--- config.mk ---
export PLATFORM = sky130hd
export DESIGN_NAME = mem_request_arbiter
export DESIGN_NICKNAME = d
export VERILOG_FILES = /design/src/rtl/cpu_types_pkg.sv /design/src/rtl/mem_arb_perf_cnt.sv /design/src/rtl/mem_request_arbiter.sv
export SDC_FILE = /design/constraint.sdc
export NUM_CORES = 1
export LEC_CHECK = 0
export CAP_MARGIN = 0
export CORE_AREA = 2 2 142 144
export DETAILED_ROUTE_END_ITERATION = 6
export DIE_AREA = 0 0 144 146
export PLACE_DENSITY = 0.57
export RECOVER_POWER = 25
export SYNTH_ARGS = -nofsm -noshare
export SYNTH_HDL_FRONTEND = slang
export SYNTH_HIERARCHICAL = 1
export SYNTH_SLANG_ARGS = --single-unit
--- constraint.sdc ---
create_clock -name CLK -period 1.7 [get_ports CLK]
set_clock_uncertainty 0.1 [all_clocks]
set_input_delay 0.425 -clock CLK [delete_from_list [all_inputs] [get_ports CLK]]
set_output_delay 0.425 -clock CLK [all_outputs]
set_load 0.02 [all_outputs]
--- src/rtl/cpu_types_pkg.sv ---
// rtl/cpu_types_pkg.sv - shared CPU word, RAM handshake state and arbiter state types
package cpu_types_pkg;

    localparam int WORD_BITS = 32;

    typedef logic [WORD_BITS-1:0] word_t;

    // RAM handshake status reported by the memory each cycle
    typedef enum logic [1:0] {
        FREE   = 2'd0,
        BUSY   = 2'd1,
        ACCESS = 2'd2,
        ERROR  = 2'd3
    } ramstate_t;

    // Which requester currently owns the single RAM port
    typedef enum logic [1:0] {
        IDLE = 2'd0,
        DACC = 2'd1,
        IACC = 2'd2
    } arb_state_t;

endpackage

--- src/rtl/mem_arb_perf_cnt.sv ---
// rtl/mem_arb_perf_cnt.sv - 32-bit saturating event counter with increment enable
module mem_arb_perf_cnt (
    input  logic        clk_i,
    input  logic        rst_ni,
    input  logic        inc_i,
    output logic [31:0] count_o
);

    logic [31:0] count_q;

    // Count enabled events, sticking at all-ones instead of wrapping
    always_ff @(posedge clk_i or negedge rst_ni) begin
        if (!rst_ni) begin
            count_q <= 32'd0;
        end else if (inc_i && (count_q != 32'hFFFF_FFFF)) begin
            count_q <= count_q + 32'd1;
        end
    end

    assign count_o = count_q;

endmodule

--- src/rtl/mem_request_arbiter.sv ---
// rtl/mem_request_arbiter.sv - fetch/data arbiter onto one RAM port; ARB_PERF_EN adds perf counters
module mem_request_arbiter
    import cpu_types_pkg::*;
#(
    parameter int WORD_W        = 32,
    parameter int DATA_PRIORITY = 1
) (
    input  logic              CLK,
    input  logic              nRST,
    input  logic              iREN,
    input  logic [WORD_W-1:0] iaddr,
    output logic              ihit,
    output logic [WORD_W-1:0] iload,
    input  logic              dREN,
    input  logic              dWEN,
    input  logic [WORD_W-1:0] daddr,
    input  logic [WORD_W-1:0] dstore,
    output logic              dhit,
    output logic [WORD_W-1:0] dload,
    output logic              ramREN,
    output logic              ramWEN,
    output logic [WORD_W-1:0] ramaddr,
    output logic [WORD_W-1:0] ramstore,
    input  logic [WORD_W-1:0] ramload,
    input  logic [1:0]        ramstate,
    output logic              merr,
    output logic [31:0]       perf_icnt,
    output logic [31:0]       perf_dcnt,
    output logic [31:0]       perf_stall
);

    arb_state_t state_q, state_d;
    logic       merr_q, merr_d;
    logic       d_pend;

    assign d_pend = dREN | dWEN;

    // Next state, RAM drive and hit strobes decoded from the owner and live requests
    always_comb begin
        state_d  = state_q;
        merr_d   = merr_q;
        ramREN   = 1'b0;
        ramWEN   = 1'b0;
        ramaddr  = '0;
        ramstore = '0;
        ihit     = 1'b0;
        dhit     = 1'b0;
        iload    = '0;
        dload    = '0;
        case (state_q)
            IDLE: begin
                if (DATA_PRIORITY != 0) begin
                    if (d_pend)    state_d = DACC;
                    else if (iREN) state_d = IACC;
                end else begin
                    if (iREN)        state_d = IACC;
                    else if (d_pend) state_d = DACC;
                end
            end
            DACC: begin
                ramaddr  = daddr;
                ramstore = dstore;
                ramWEN   = dWEN;
                ramREN   = dREN & ~dWEN;
                if (!d_pend) begin
                    state_d = IDLE;
                end else begin
                    case (ramstate_t'(ramstate))
                        ACCESS: begin
                            dhit    = 1'b1;
                            dload   = ramload;
                            state_d = IDLE;
                        end
                        ERROR: begin
                            merr_d  = 1'b1;
                            state_d = IDLE;
                        end
                        default: ;
                    endcase
                end
            end
            IACC: begin
                ramaddr = iaddr;
                ramREN  = 1'b1;
                if (!iREN) begin
                    state_d = IDLE;
                end else begin
                    case (ramstate_t'(ramstate))
                        ACCESS: begin
                            ihit    = 1'b1;
                            iload   = ramload;
                            state_d = IDLE;
                        end
                        ERROR: begin
                            merr_d  = 1'b1;
                            state_d = IDLE;
                        end
                        default: ;
                    endcase
                end
            end
            default: state_d = IDLE;
        endcase
    end

    // Owner register and sticky error flag; reset aborts any access in flight
    always_ff @(posedge CLK or negedge nRST) begin
        if (!nRST) begin
            state_q <= IDLE;
            merr_q  <= 1'b0;
        end else begin
            state_q <= state_d;
            merr_q  <= merr_d;
        end
    end

    assign merr = merr_q;

`ifdef ARB_PERF_EN
    logic stall_inc;

    assign stall_inc = (state_q != IDLE) && !ihit && !dhit;

    mem_arb_perf_cnt u_icnt (
        .clk_i   (CLK),
        .rst_ni  (nRST),
        .inc_i   (ihit),
        .count_o (perf_icnt)
    );

    mem_arb_perf_cnt u_dcnt (
        .clk_i   (CLK),
        .rst_ni  (nRST),
        .inc_i   (dhit),
        .count_o (perf_dcnt)
    );

    mem_arb_perf_cnt u_stall (
        .clk_i   (CLK),
        .rst_ni  (nRST),
        .inc_i   (stall_inc),
        .count_o (perf_stall)
    );
`else
    assign perf_icnt  = 32'd0;
    assign perf_dcnt  = 32'd0;
    assign perf_stall = 32'd0;
`endif

endmodule

==> flow_summary_export.csv, run 1 <==
group,metric,value,unit
run_status,run_status,"finished, violations left",
run_status,violations,"negative setup slack",
global_routing,grt_pass1_wl,14.7,mm
placement,place_congestion,0.697,
routing,first_pass_iters,3,
logic_synthesis,synth.distinct_cells,23,
clock_tree,cts.clk_slew.worst_paths,0.03,ns
logic_synthesis,synth.avg_cell_area,6.94,um2
routing,drt-initial-drc-count,38,
clock_tree,cts_max_level,1,
clock_tree,cts-root-buf,"clkbuf_16",
timing,worst_slack,-0.537,ns
cells_and_area,final_cells,867,
floorplanning,core,19300,um2
floorplanning,pin_count,364,
global_routing,first_global_vias,2802,
global_routing,antenna_found_initial,1,
setup_path,crit_path_top_delay_cell,"dfrtp_1",
logic_synthesis,synthesis.area,2140,um2
clock_tree,hold_buffers,0,
min_path,hp-class,"in2async",
setup_path,cp.required,1.17,ns
logic_synthesis,synth_area_leaders,"buf_4 (34%), and2_1 (28%), a22oi_1 (12%)",
pwr,vdd_drop_max,0.000662,V
floorplanning,die_y,146,um
routing,routed_wl,10.6,mm
floorplanning,start_util,11.1,%
routing,viasPerCell,3.32,
logic_synthesis,netlist.area_leader.share,33.7,%
clock_tree,clock_latency,0.22,ns
timing,hold_viol_final,0,
logic_synthesis,syn_inst,308,
pwr,cellLeakagePower,0.00277,uW
setup_path,crit_family,"buffers and inverters",
routing,wl_per_cell,12.2,um
setup_path,path_cells,"inv_2 > buf_12 > ha_4 > buf_12 > buf_12 > nor2b_2 > buf_4",
setup_path,start_kind,"register",
setup_path,cp_slowest_stage_delay,0.42,ns
clock_tree,cts_made_buffers,3,
logic_synthesis,yosysSeqAreaShare,3.51,%
timing,finalSetupViolations,132,
setup_path,crit_type,"reg2out",
setup_path,crit_path_frequent_cell,"buf_12",
cells_and_area,final_layout_size_suffix_gt1_share,57.4,%
routing,routed-via-count,2876,
global_routing,track_usage,8.64,%
global_routing,grt_overflow,0,
cells_and_area,num-nets-final,741,
timing,maxSlewViolCount,0,
placement,dpl.hpwl,7.92,mm
flow_run,maxCapViolCount,0,
timing,setup_tns,-56.89,ns
timing,hold_ws,0.365,ns
routing,antenna_left,0,
timing,fin_crit_sh,132,%
placement,port_buffers,267,
clock_tree,cts_tree,"done",
clock_tree,cts_buffer_depth,2,
timing,rsz0062_at_grt,"yes",
setup_path,cp_max_fo,14,
logic_synthesis,ys_warn_count,6,
pwr,power.density,954,nW/um2
cells_and_area,areaGrowthSynthToFinish,184,%
floorplanning,placementRows,51,
logic_synthesis,yosys.area.top_type,"buf_4",
setup_path,crit_arrival,1.71,ns
floorplanning,die_w,144,um
setup_path,path_buf_inv,5,
timing,clock.fmax,0.447,GHz
cells_and_area,num-fill-cells,2007,
clock_tree,clkSinkCount,3,
timing,fin_crit,2.24,ns
setup_path,endpoint_kind,"primary output",
placement,dp.cells,837,
global_routing,grt_max_degree,34,
floorplanning,die_area,21000,um2
logic_synthesis,synth_seq_cells,3,
routing,drc,0,
final cells by class:
cell class	instances	area, um2	share of cell area [%]
repair buffers	311	3410	56.2
multi-input cells	281	2170	35.7
well taps	265	332	5.46
clock buffers	4	78.8	1.30
flip-flops and latches	3	75.1	1.24
inverters	2	7.51	0.124
diodes	1	2.50	0.0412
timing repair:
item / in CTS / in global routing
hold endpoints to repair: 0 / 0
buffers inserted: 8 / 11
endpoints found under the setup margin: 135 / 136
resized for setup: 673 / 202
cloned: 4 / 4
pin swaps: 4 / 10
cell families after synthesis:
group                    count (synthesis)  share of synthesized area [%]
AO/OA/AOI/OAI                           39                           14.1
adder cells (fa/ha/maj)                  4                           2.34
buffers and inverters                  119                           38.4
flip-flops                               3                           3.51
other                                    1                          0.175
AND/OR/NAND/NOR                        142                           41.5
sequential cells by signal (all words and copies together), names as in the netlist:
register / count
merr: 1
state_q: 2
stage by stage:
stage / instance area [um2] / power (uW) / util, % / setup WS, ns
floorplan: 2820 / 2460 / - / -0.169
global placement: 5180 / 4100 / 26.8 / -1.10
detailed placement: 5180 / 4070 / 26.8 / -1.12
CTS: 5420 / 4680 / 28.0 / -0.569
global route: 6070 / 6130 / 31.4 / -0.608
finish: 6070 / 5790 / 31.4 / -0.537
cells in the final DEF (no fill, tap or decap), drive strengths merged, types with 2 or more instances in the layout:
master         Yosys  layout
buf              107     172
clkdlybuf4s50      0     128
and2              97      97
conb               1      96
nor2b             34      34
a22oi             33      33
clkbuf            10       8
dlygate4sd2        0       5
ha                 4       4
nor2               4       4
dfrtp              3       3
inv                2       2
nand2b             2       2
nand2              2       2
synth_stat cells:
library cell	count
and2_1	97
buf_4	96
nor2b_1	34
a22oi_1	33
buf_2	11
clkbuf_1	10
ha_1	4
dfrtp_1	3
inv_1	2
nand2_1	2
nand2b_1	2
nor2_1	2
nor2_2	2
a21o_1	1
a31o_1	1
a32o_2	1
conb_1	1
nand4bb_1	1
o211ai_2	1
o21a_1	1
o21ai_1	1
or2_2	1
or4b_1	1
layer usage:
layer / GRT usage [%] / vias up / share of wire [%]
li1: - / 1385 / -
met1: 9.55 / 1294 / 35
met2: 16.5 / 195 / 54
met3: 2.40 / 2 / 10
met4: 1.18 / 0 / 0.34
met5: 0 / - / 0
where the power goes:
| group | switching, uW | internal, uW | leakage (uW) |
|---|---|---|---|
| Combinational | 2320 | 2990 | 0.00270 |
| Sequential | 22.2 | 88.9 | 0.0000344 |
| Clock | 66.9 | 310 | 0.0000382 |
| Total | 2400 | 3390 | 0.00277 |
worst paths after layout:
check	start	endpoint	slack, ns	cells past startpoint
max	state_q[1]$_DFFE_PN0P_	ramaddr[20]	-0.54	7
min	nRST	merr$_DFFE_PN0P_	0.37	1
max reg2reg	state_q[0]$_DFFE_PN0P_	state_q[1]$_DFFE_PN0P_	0	8
min reg2reg	merr$_DFFE_PN0P_	merr$_DFFE_PN0P_	0.37	1
max in group asynchronous	nRST	state_q[1]$_DFFE_PN0P_	0.98	1
min in group CLK	merr$_DFFE_PN0P_	merr$_DFFE_PN0P_	0.37	1
Note: power is estimated with default switching activity, not from simulation.
==> run 2, diff against run 1 <==
Settings changed: CORE_AREA 2 2 142 144 to 2 2 141 143, DIE_AREA 0 0 144 146 to 0 0 143 145, DONT_BUFFER_PORTS from default to 1, PLACE_DENSITY 0.57 to 0.32.
==> flow_summary_export.csv, run 2 (synthesis results as in run 1) <==
group,metric,value,unit
run_status,run_status,"finished, violations left",
run_status,violations,"negative setup slack",
setup_path,start_kind,"register",
pwr,p_switching,1870,uW
setup_path,endpoint_kind,"primary output",
setup_path,crit_type,"reg2out",
cells_and_area,final_common_cell,"conb_1",
global_routing,grt_pass1_wl,10.4,mm
global_routing,grt_max_degree,38,
pwr,power.density,1200,nW/um2
cells_and_area,final_layout_size_suffix_gt1_share,55.2,%
min_path,hp-class,"in2reg",
routing,first_pass_iters,4,
routing,drt-initial-drc-count,22,
placement,place_congestion,0.763,
pwr,combPwrFrac,86.3,%
global_routing,track_usage,6.59,%
clock_tree,cts.clk_slew.worst_paths,0.03,ns
floorplanning,start_util,11.1,%
pwr,vdd_drop_max,0.000449,V
routing,antenna_left,0,
cells_and_area,design_area,2930,um2
placement,dp.cells,567,
floorplanning,placementRows,51,
placement,placed_cell_area,2500,um2
timing,hold_viol_final,0,
clock_tree,cts_made_buffers,3,
timing,fin_crit,2.08,ns
setup_path,reg2reg_depth,7,
pwr,p_int,1640,uW
cells_and_area,layout_common_cells,"conb_1 (96), and2_4 (91), nor2b_2 (30)",
cells_and_area,final_cells,584,
timing,finalSetupViolations,132,
routing,routed_wl,8.35,mm
cells_and_area,largest_reg_flops,2,
placement,port_buffers,0,
timing,setup_tns,-39.96,ns
cells_and_area,multi_input_area,1980,um2
pwr,cellLeakagePower,0.00127,uW
pwr,seq_power_share,3.1,%
setup_path,cp_max_fo,8,
floorplanning,pin_count,364,
setup_path,crit_arrival,1.55,ns
routing,routed-via-count,1907,
timing,worst_slack,-0.375,ns
placement,dpl.hpwl,6.22,mm
flow_run,maxCapViolCount,0,
timing,maxSlewViolCount,0,
cells_and_area,num-nets-final,459,
clock_tree,clock_latency,0.22,ns
global_routing,first_global_vias,1828,
floorplanning,die_y,145,um
setup_path,cp.required,1.17,ns
floorplanning,die_area,20700,um2
timing,rsz0062_at_grt,"yes",
cells_and_area,largest-register,"state_q",
setup_path,r2r_end,"merr$_DFFE_PN0P_",
min_path,min_path_cells,1,
clock_tree,cts-root-buf,"clkbuf_16",
timing,fin_crit_sh,122,%
clock_tree,cts_buffer_depth,2,
cells_and_area,diodes,0,
timing,clock.fmax,0.482,GHz
routing,wl_per_cell,14.3,um
clock_tree,clkSinkCount,3,
pwr,swShare,53.2,%
cells_and_area,seq_area,76.3,um2
global_routing,antenna_found_initial,0,
routing,drc,0,
global_routing,grt_overflow,0,
min_path,hold_start,"ramstate[0]",
floorplanning,die_w,143,um
floorplanning,core,19200,um2
timing,hold_ws,0.260,ns
routing,viasPerCell,3.27,
min_path,holdPathEnd,"merr$_DFFE_PN0P_",
clock_tree,cts_max_level,1,
setup_path,rr_startpoint,"state_q[1]$_DFFE_PN0P_",
clock_tree,cts_tree,"done",
pwr,clkPwrFrac,10.6,%
cells_and_area,num-fill-cells,2146,
setup_path,regToRegSetupSlack,0.02,ns
cells_and_area,areaGrowthSynthToFinish,37.1,%
-- run 2: cell count changes in the layout (fill, tap and decap cells not counted), moves of 4 or more --
cell,change
a22oi_2,-20
nor2b_2,+14
buf_6,-122
buf_12,-4
clkdlybuf4s50_1,-128
buf_4,-21
nor2b_4,-14
and2_4,+16
a22oi_1,+20
and2_2,-16
dlygate4sd2_1,-5
-- run 2: how the worst max path moves through the flow --
stage,start,to,slack [ns],cells past startpoint
floorplan,state_q[1]$_DFFE_PN0P_,ramaddr[0],-0.17,6
global placement,state_q[0]$_DFFE_PN0P_,ramaddr[26],-0.23,6
detailed placement,state_q[0]$_DFFE_PN0P_,ramaddr[26],-0.26,6
CTS,state_q[1]$_DFFE_PN0P_,ramaddr[21],-0.40,5
global route,state_q[0]$_DFFE_PN0P_,ramaddr[18],-0.44,6
finish,state_q[1]$_DFFE_PN0P_,ramaddr[26],-0.38,6
-- run 2: metrics by stage --
| step | total power (uW) | worst slack (ns) | util (%) |
|---|---|---|---|
| 2_1_floorplan | 2460 | -0.169 | - |
| 3_3_place_gp | 2810 | -0.234 | 13.0 |
| 3_5_place_dp | 2830 | -0.259 | 13.0 |
| 4_1_cts | 3470 | -0.404 | 14.8 |
| 5_1_grt | 3720 | -0.439 | 15.2 |
| 6_report | 3510 | -0.375 | 15.2 |
-- run 2: what timing repair did --
action                                  CTS  global route
gates cloned                              4             2
endpoints found under the setup margin  132           132
pin swaps                                 1             2
setup buffers                             6             1
hold buffers                              1             0
resized for setup                        44            23
hold endpoints to repair                  3             0
-- run 2: power groups by stage --
stage / Sequential [uW] / Combinational [uW] / Clock, uW
floorplan: 106 / 2360 / 0
global placement: 106 / 2700 / 0
detailed placement: 106 / 2720 / 0
CTS: 108 / 2980 / 379
global route: 113 / 3220 / 387
finish: 110 / 3020 / 372
-- run 2: layout make-up --
class / count / area share (%)
clock buffers: 4 / 2.69
inverters: 2 / 0.256
multi-input cells: 281 / 67.7
flip-flops and latches: 3 / 2.61
well taps: 265 / 11.3
repair buffers: 29 / 15.4
-- run 2: layer usage --
metal	global-route usage, %	wire, um
met5	0	0
met4	1.14	57
met3	1.09	909
met2	15.0	4950
met1	5.57	2440
-- run 2: critical path: stages, from the launching register on --
cell,delay [ns]
dfrtp_2,0.43
ha_4,0.18
buf_6,0.13
clkbuf_16,0.17
a22oi_2,0.21
nor2b_2,0.07
buf_6,0.13
==> run 3, diff against run 2 <==
Settings changed: SLEW_MARGIN from default to 0.
==> results of run 3 <==
The final DEF is identical to that of run 2; final timing and power are the same.
